===== config.mk =====
export PLATFORM = sky130hd
export DESIGN_NAME = arb_mux
export DESIGN_NICKNAME = d
export VERILOG_FILES = /design/src/rtl/mux_pkg.sv /design/src/rtl/rr_arbiter.sv /design/src/rtl/arb_mux.sv
export SDC_FILE = /design/constraint.sdc
export NUM_CORES = 1
export LEC_CHECK = 0
export CORE_UTILIZATION = 38
export CTS_CLUSTER_SIZE = 40
export DETAILED_ROUTE_END_ITERATION = 16
export PLACE_DENSITY = 0.82
export REMOVE_ABC_BUFFERS = 1
export SLEW_MARGIN = 40
export SYNTH_ARGS = -nofsm -noshare
export SYNTH_HDL_FRONTEND = slang
export SYNTH_SLANG_ARGS = --single-unit
export TNS_END_PERCENT = 20

===== constraint.sdc =====
create_clock -name clk -period 4.15 [get_ports clk]
set_input_delay 0.6225 -clock clk [delete_from_list [all_inputs] [get_ports clk]]
set_output_delay 0.6225 -clock clk [all_outputs]
set_load 0.05 [all_outputs]

===== src/rtl/mux_pkg.sv =====
// Shared constants and width helpers for the arbitrated multiplexer family.
package mux_pkg;

  localparam int ARB_FIXED = 0;
  localparam int ARB_RR    = 1;

  function automatic int sel_width(input int n);
    return (n <= 1) ? 1 : $clog2(n);
  endfunction

endpackage


===== src/rtl/rr_arbiter.sv =====
// Single-grant arbiter: fixed priority from index 0, or round robin from a
// pointer that moves one past the last winner on every accepted transfer.
module rr_arbiter
  import mux_pkg::*;
#(
  parameter int N     = 4,
  parameter int ARB   = ARB_RR,
  parameter int SEL_W = sel_width(N)
) (
  input  logic             clk,
  input  logic             rst_n,
  input  logic [N-1:0]     req,
  input  logic             advance,
  output logic [N-1:0]     grant,
  output logic [SEL_W-1:0] grant_idx
);

  logic [SEL_W-1:0] ptr;

  // Scan N slots starting at the pointer; wrap by subtraction so non-power-of-two N works.
  always_comb begin : grant_search
    int   start;
    int   idx;
    logic found;
    grant     = '0;
    grant_idx = '0;
    found     = 1'b0;
    idx       = 0;
    start     = (ARB == ARB_RR) ? int'(ptr) : 0;
    for (int k = 0; k < N; k++) begin
      idx = start + k;
      if (idx >= N) idx = idx - N;
      if (!found && req[idx]) begin
        found          = 1'b1;
        grant[idx]     = 1'b1;
        grant_idx      = idx[SEL_W-1:0];
      end
    end
  end

  always_ff @(posedge clk or negedge rst_n) begin
    if (!rst_n) begin
      ptr <= '0;
    end else if ((ARB == ARB_RR) && advance) begin
      ptr <= (int'(grant_idx) == N - 1) ? '0 : grant_idx + SEL_W'(1);
    end
  end

endmodule


===== src/rtl/arb_mux.sv =====
// N-channel arbitrated mux with valid/ready handshakes and a single-entry
// registered output stage that accepts a new word on the same edge it pops.
module arb_mux
  import mux_pkg::*;
#(
  parameter int WIDTH = 32,
  parameter int N     = 4,
  parameter int ARB   = ARB_RR,
  parameter int SEL_W = sel_width(N)
) (
  input  logic               clk,
  input  logic               rst_n,
  input  logic [N*WIDTH-1:0] in_data,
  input  logic [N-1:0]       in_valid,
  output logic [N-1:0]       in_ready,
  output logic [WIDTH-1:0]   out_data,
  output logic               out_valid,
  input  logic               out_ready,
  output logic [SEL_W-1:0]   out_sel
);

  logic [N-1:0]     grant;
  logic [SEL_W-1:0] grant_idx;
  logic             can_load;
  logic             xfer;

  assign can_load = !out_valid || out_ready;
  assign in_ready = grant & {N{can_load}};
  assign xfer     = (|in_valid) && can_load;

  rr_arbiter #(
    .N     (N),
    .ARB   (ARB),
    .SEL_W (SEL_W)
  ) u_arb (
    .clk       (clk),
    .rst_n     (rst_n),
    .req       (in_valid),
    .advance   (xfer),
    .grant     (grant),
    .grant_idx (grant_idx)
  );

  // Data and index hold on a drain so the last delivered word stays visible.
  always_ff @(posedge clk or negedge rst_n) begin
    if (!rst_n) begin
      out_valid <= 1'b0;
      out_data  <= '0;
      out_sel   <= '0;
    end else if (xfer) begin
      out_valid <= 1'b1;
      out_data  <= in_data[int'(grant_idx)*WIDTH +: WIDTH];
      out_sel   <= grant_idx;
    end else if (out_ready) begin
      out_valid <= 1'b0;
    end
  end

endmodule


-- Word level (Yosys, flattened, before mapping)
Index checks and enable logic that the tools add are counted.
- add/sub/neg operators: 8
- $lt $le $gt $ge: 12
- equal/unequal tests: 1
- shift operators: 1
- mux-type cells: 38
- bitwise logic cells: 4
- reductions and logical operators: 15
- operators with widths (cell ; number):
    32-bit by 1-bit >= comparator with 1-bit output (second input constant) ; 4
    32-bit by 4-bit < comparator with 1-bit output (second input constant) ; 4
    32-bit 2-to-1 mux ; 4
    128-bit by 8-bit indexed part select with 32-bit output ; 1
    32-bit by 4-bit >= comparator with 1-bit output (second input constant) ; 3
    32-bit by 4-bit subtractor with 32-bit output (second input constant) ; 3
    1-bit 2-to-1 mux ; 17
    4-bit 2-to-1 mux ; 4
    4-bit OR ; 3
    2-bit 2-to-1 mux ; 5
    1-bit binary-select mux with 2-bit select ; 4
    1-bit demux with 2-bit select ; 4
    1-bit logical AND ; 8
    2-bit by 2-bit adder with 3-bit output (second input constant) ; 2
    4-bit bitwise AND ; 1
    1-bit logical NOT ; 4
    4-bit OR reduction ; 1
    2-bit by 3-bit subtractor with 4-bit output (second input constant) ; 1
    2-bit by 1-bit adder with 3-bit output (second input constant) ; 1
    2-bit by 3-bit >= comparator with 1-bit output (second input constant) ; 1
    2-bit by 1-bit adder with 2-bit output (second input constant) ; 1
    2-bit by 1-bit equality test with 1-bit output (second input constant) ; 1
    2-bit nonzero test ; 1
    1-bit logical OR ; 1
- register bits: 37
- output and inout bits: 39

-- Depth between registers and ports, before layout
- word-level depth: 17
- depth in mapped cells: 13

-- Modules after synthesis
A second synthesis with hierarchy kept.
- cell total of the unflattened synthesis: 199
- area total of the unflattened synthesis: 2922.8 um^2
- by module, submodules not included (module ; instances ; cells an instance ; area each (um^2) ; seq. area each (um^2)):
    arb_mux ; 1 ; 121 ; 2272.2 ; 875.8
    rr_arbiter ; 1 ; 78 ; 650.6 ; 50.0

-- Worst setup path after synthesis
No wires, ideal clock.
- path type: reg-to-output
- start: register u_arb.ptr[0]
- end: output in_ready[0]
- arrival: 2.785 ns
- data required time: 3.527 ns
- path slack: 0.743 ns
- stages on the path, launching flop included: 10
- cells stage by stage: dfrtp_1 > buf_2 > inv_1 > ha_1 > mux4_2 > nor2b_2 > a22oi_1 > nor2_1 > a221oi_1 > nor2_1
- longest elaborated chain between the ends: 16
- elaborated cells between the ends (all ways): 64
- ends and longest elaborated chain (what ; RTL line ; RTL):
    start: declaration ; rr_arbiter.sv:18 ; logic [SEL_W-1:0] ptr;
    start signal: assignment ; rr_arbiter.sv:45 ; ptr <= (int'(grant_idx) == N - 1) ? '0 : grant_idx + SEL_W'(1);
    branches (longest 14 deep; another with 32-bit by 4-bit subtractor with 32-bit output) ; -- ;
    4-bit 2-to-1 mux (*) ; rr_arbiter.sv:33 ; if (!found && req[idx]) begin
    4-bit bitwise AND (*) ; arb_mux.sv:28 ; assign in_ready = grant & {N{can_load}};
    end: declaration ; arb_mux.sv:15 ; output logic [N-1:0] in_ready,
Mark *: on every way between the ends. The select of a mux whose other input is x is not followed.

-- Worst setup path after layout
- start: register u_arb.ptr[1]
- end: output in_ready[0]
Same word-level chain as after synthesis.

==> reports/results.ini <==
[final_layout]
layout_commonest_cell = clkdlybuf4s50_1
fin_nets = 615
drive_gt1_frac = 0.0526
syn_to_final_growth_pct = 66.2
diodes = 0
utilization = 0.671
final_cell_mix = clkdlybuf4s50_1 (171), nand2_1 (47), mux2i_1 (44), a21oi_1 (43), dfrtp_1 (37)
final_cells = 571

[global_routing]
grt_util_all_layers = 0.232
grt_pass1_wl_mm = 13.9
grt_overflow = 0
grt_max_degree = 40
antenna_found_initial = 0
grt_pass1_vias = 3028

[floorplanning]
pin_count = 174
rows = 30
start_util = 0.404
die_x_um = 87.9
coreArea_um2 = 6940
die-area_um2 = 7730
die_h_um = 87.9

[power]
ir_drop_uv = 489
p_leak_nw = 1.90
power_density_nw_per_um2 = 773

[detailed_routing]
routed.top_layer = met4
wire_per_inst_um = 15.7
vias = 3066
drt-initial-drc-count = 116
dr.pass1.iters = 4
route.met2.wl_mm = 4.61
wl_met1_mm = 3.54
wl_met3_um = 674
drt_wl_total_mm = 8.98
route.detailed.drc = 0
viasPerCell = 5.37
drtAntennaViolNets = 0

[place]
gp_congestion = 0.902
dp_cells = 563
portBuffers = 173
dp_hpwl_mm = 6.67

[timing]
timing.final.crit_share = 0.953
slew_headroom = 0.474
period_needed_ps = 3960
drv_slew = 0
rsz0062_at_grt = false
holdWs_ps = 295
finalSetupViolCount = 0
hold_viol = 0
worstMarginPinSlew_ps = 788
max_freq_mhz = 253
skew_ps = 7.88

[yosys]
yosys.cell_types.count = 31
syn_avg_cell_area_um2 = 8.99
syn_area_um2 = 2800
synth_seq_cells = 37
syn_inst = 312
ys_warn_count = 0
yosysSeqAreaShare = 0.330

[worst_setup_path]
reg2reg_depth = 11
regToRegEndpoint = u_arb.ptr[1]
worstSetupPathType = reg2out
cp.arrival_ps = 3330
start_kind = flip-flop
path_max_fanout = 7
cp.required_ps = 3530
reg2reg_slack_ps = 1070
r2r_start = u_arb.ptr[1]
end_kind = output pin

[clock_network]
cts_hold_buf = 0
cts_buffers = 5
clkTransAtPathRegs_ps = 80
cts_tree = done
clk_latency_ps = 290
cts.sinks = 37
postCtsSetupBuffers = 0
cts.repair.resized = 0
cts_htree_levels = 2
cts_max_path_buffers = 2
cts-root-buf = clkbuf_8

[min_path]
worst_hold_path_type = in2async

[job]
max_cap_viol_count = 0

[status]
outcome = finished clean

[area by class of cell]
type | count | area, um^2
inverters | 4 | 15.0
repair buffers | 180 | 1780
fillers | 558 | 2280
flip-flops and latches | 37 | 926
multi-input cells | 246 | 1730
well taps | 96 | 120
clock buffers | 8 | 80.1
[per-stage QoR]
| stage | area [um^2] | power [mW] | worst slack (ps) | TNS, ps |
|---|---|---|---|---|
| 3_5_place_dp | 4580 | 3.37 | 255 | 0 |
| 4_1_cts | 4660 | 3.62 | 187 | 0 |
| 6_report | 4660 | 3.60 | 195 | 0 |
| 2_1_floorplan | 2650 | 2.58 | -545 | -16160 |
| 3_3_place_gp | 4570 | 3.32 | 343 | 0 |
| 5_1_grt | 4660 | 3.83 | 2.18 | 0 |
[report_power, final]
group,switching [mW],internal [mW]
logic,1.61,1.08
registers,0.119,0.540
clock network,0.128,0.120
total,1.86,1.74
[critical path, cell delays in order (launching register included)]
cell             delay (ps)
dfrtp_1                 440
inv_1                   130
ha_1                    400
mux4_2                  610
nor2b_2                 270
a22oi_1                 110
nor2_1                  100
a221oi_1                 50
nor2_1                  130
clkdlybuf4s50_1         820
[routing by layer]
metal  vias up  GRT usage
li1       1491          -
met1      1443      0.275
met2       118      0.414
met3        14     0.0566
met4         0     0.0700
met5         -          0
[cell usage after synthesis]
| cell | count | area share |
|---|---|---|
| nand2_1 | 47 | 0.063 |
| mux2i_1 | 44 | 0.16 |
| a21oi_1 | 43 | 0.077 |
| dfrtp_1 | 37 | 0.33 |
| nor2_1 | 24 | 0.032 |
| o32ai_1 | 21 | 0.066 |
| nor3b_1 | 20 | 0.054 |
| a221oi_1 | 16 | 0.050 |
| buf_2 | 10 | 0.018 |
| clkbuf_1 | 8 | 0.011 |
| ha_1 | 6 | 0.027 |
| buf_6 | 5 | 0.020 |
| a22oi_1 | 4 | 0.011 |
| mux4_2 | 4 | 0.032 |
| inv_1 | 3 | 0.0040 |
| buf_4 | 2 | 0.0054 |
| nand2b_1 | 2 | 0.0045 |
| nor3_1 | 2 | 0.0036 |
| o21ai_0 | 2 | 0.0036 |
| a21boi_2 | 1 | 0.0040 |
| a21o_1 | 1 | 0.0027 |
| and2_1 | 1 | 0.0022 |
| inv_2 | 1 | 0.0013 |
| mux2_1 | 1 | 0.0040 |
| nor2b_1 | 1 | 0.0022 |
| nor2b_2 | 1 | 0.0031 |
| nor4_1 | 1 | 0.0022 |
| o21ai_1 | 1 | 0.0018 |
| o31ai_2 | 1 | 0.0045 |
| or2_2 | 1 | 0.0022 |
| or3_1 | 1 | 0.0022 |
[logic make-up after synthesis]
| logic type | after synthesis | share of synthesized area |
|---|---|---|
| AO/OA/AOI/OAI | 90 | 0.220 |
| adder cells (fa/ha/maj) | 6 | 0.0268 |
| buffers and inverters | 29 | 0.0593 |
| flip-flops | 37 | 0.330 |
| multiplexers | 49 | 0.193 |
| AND/OR/NAND/NOR | 101 | 0.171 |
[worst max path at each step]
stage | from | end | cells past startpoint
finish | u_arb.ptr[1] | in_ready[0] | 9
CTS | u_arb.ptr[1] | in_ready[0] | 9
global route | u_arb.ptr[1] | in_ready[0] | 9
detailed placement | in_valid[0] | in_ready[0] | 7
floorplan | u_arb.ptr[0] | u_arb.ptr[1] | 10
global placement | in_valid[0] | in_ready[0] | 7
[flip-flops by register name, summed over array words and instances, names as in the netlist]
| name | flops |
|---|---|
| out_data | 32 |
| out_sel | 2 |
| u_arb.ptr | 2 |
| out_valid | 1 |
Note: power is estimated with default switching activity, not from simulation.
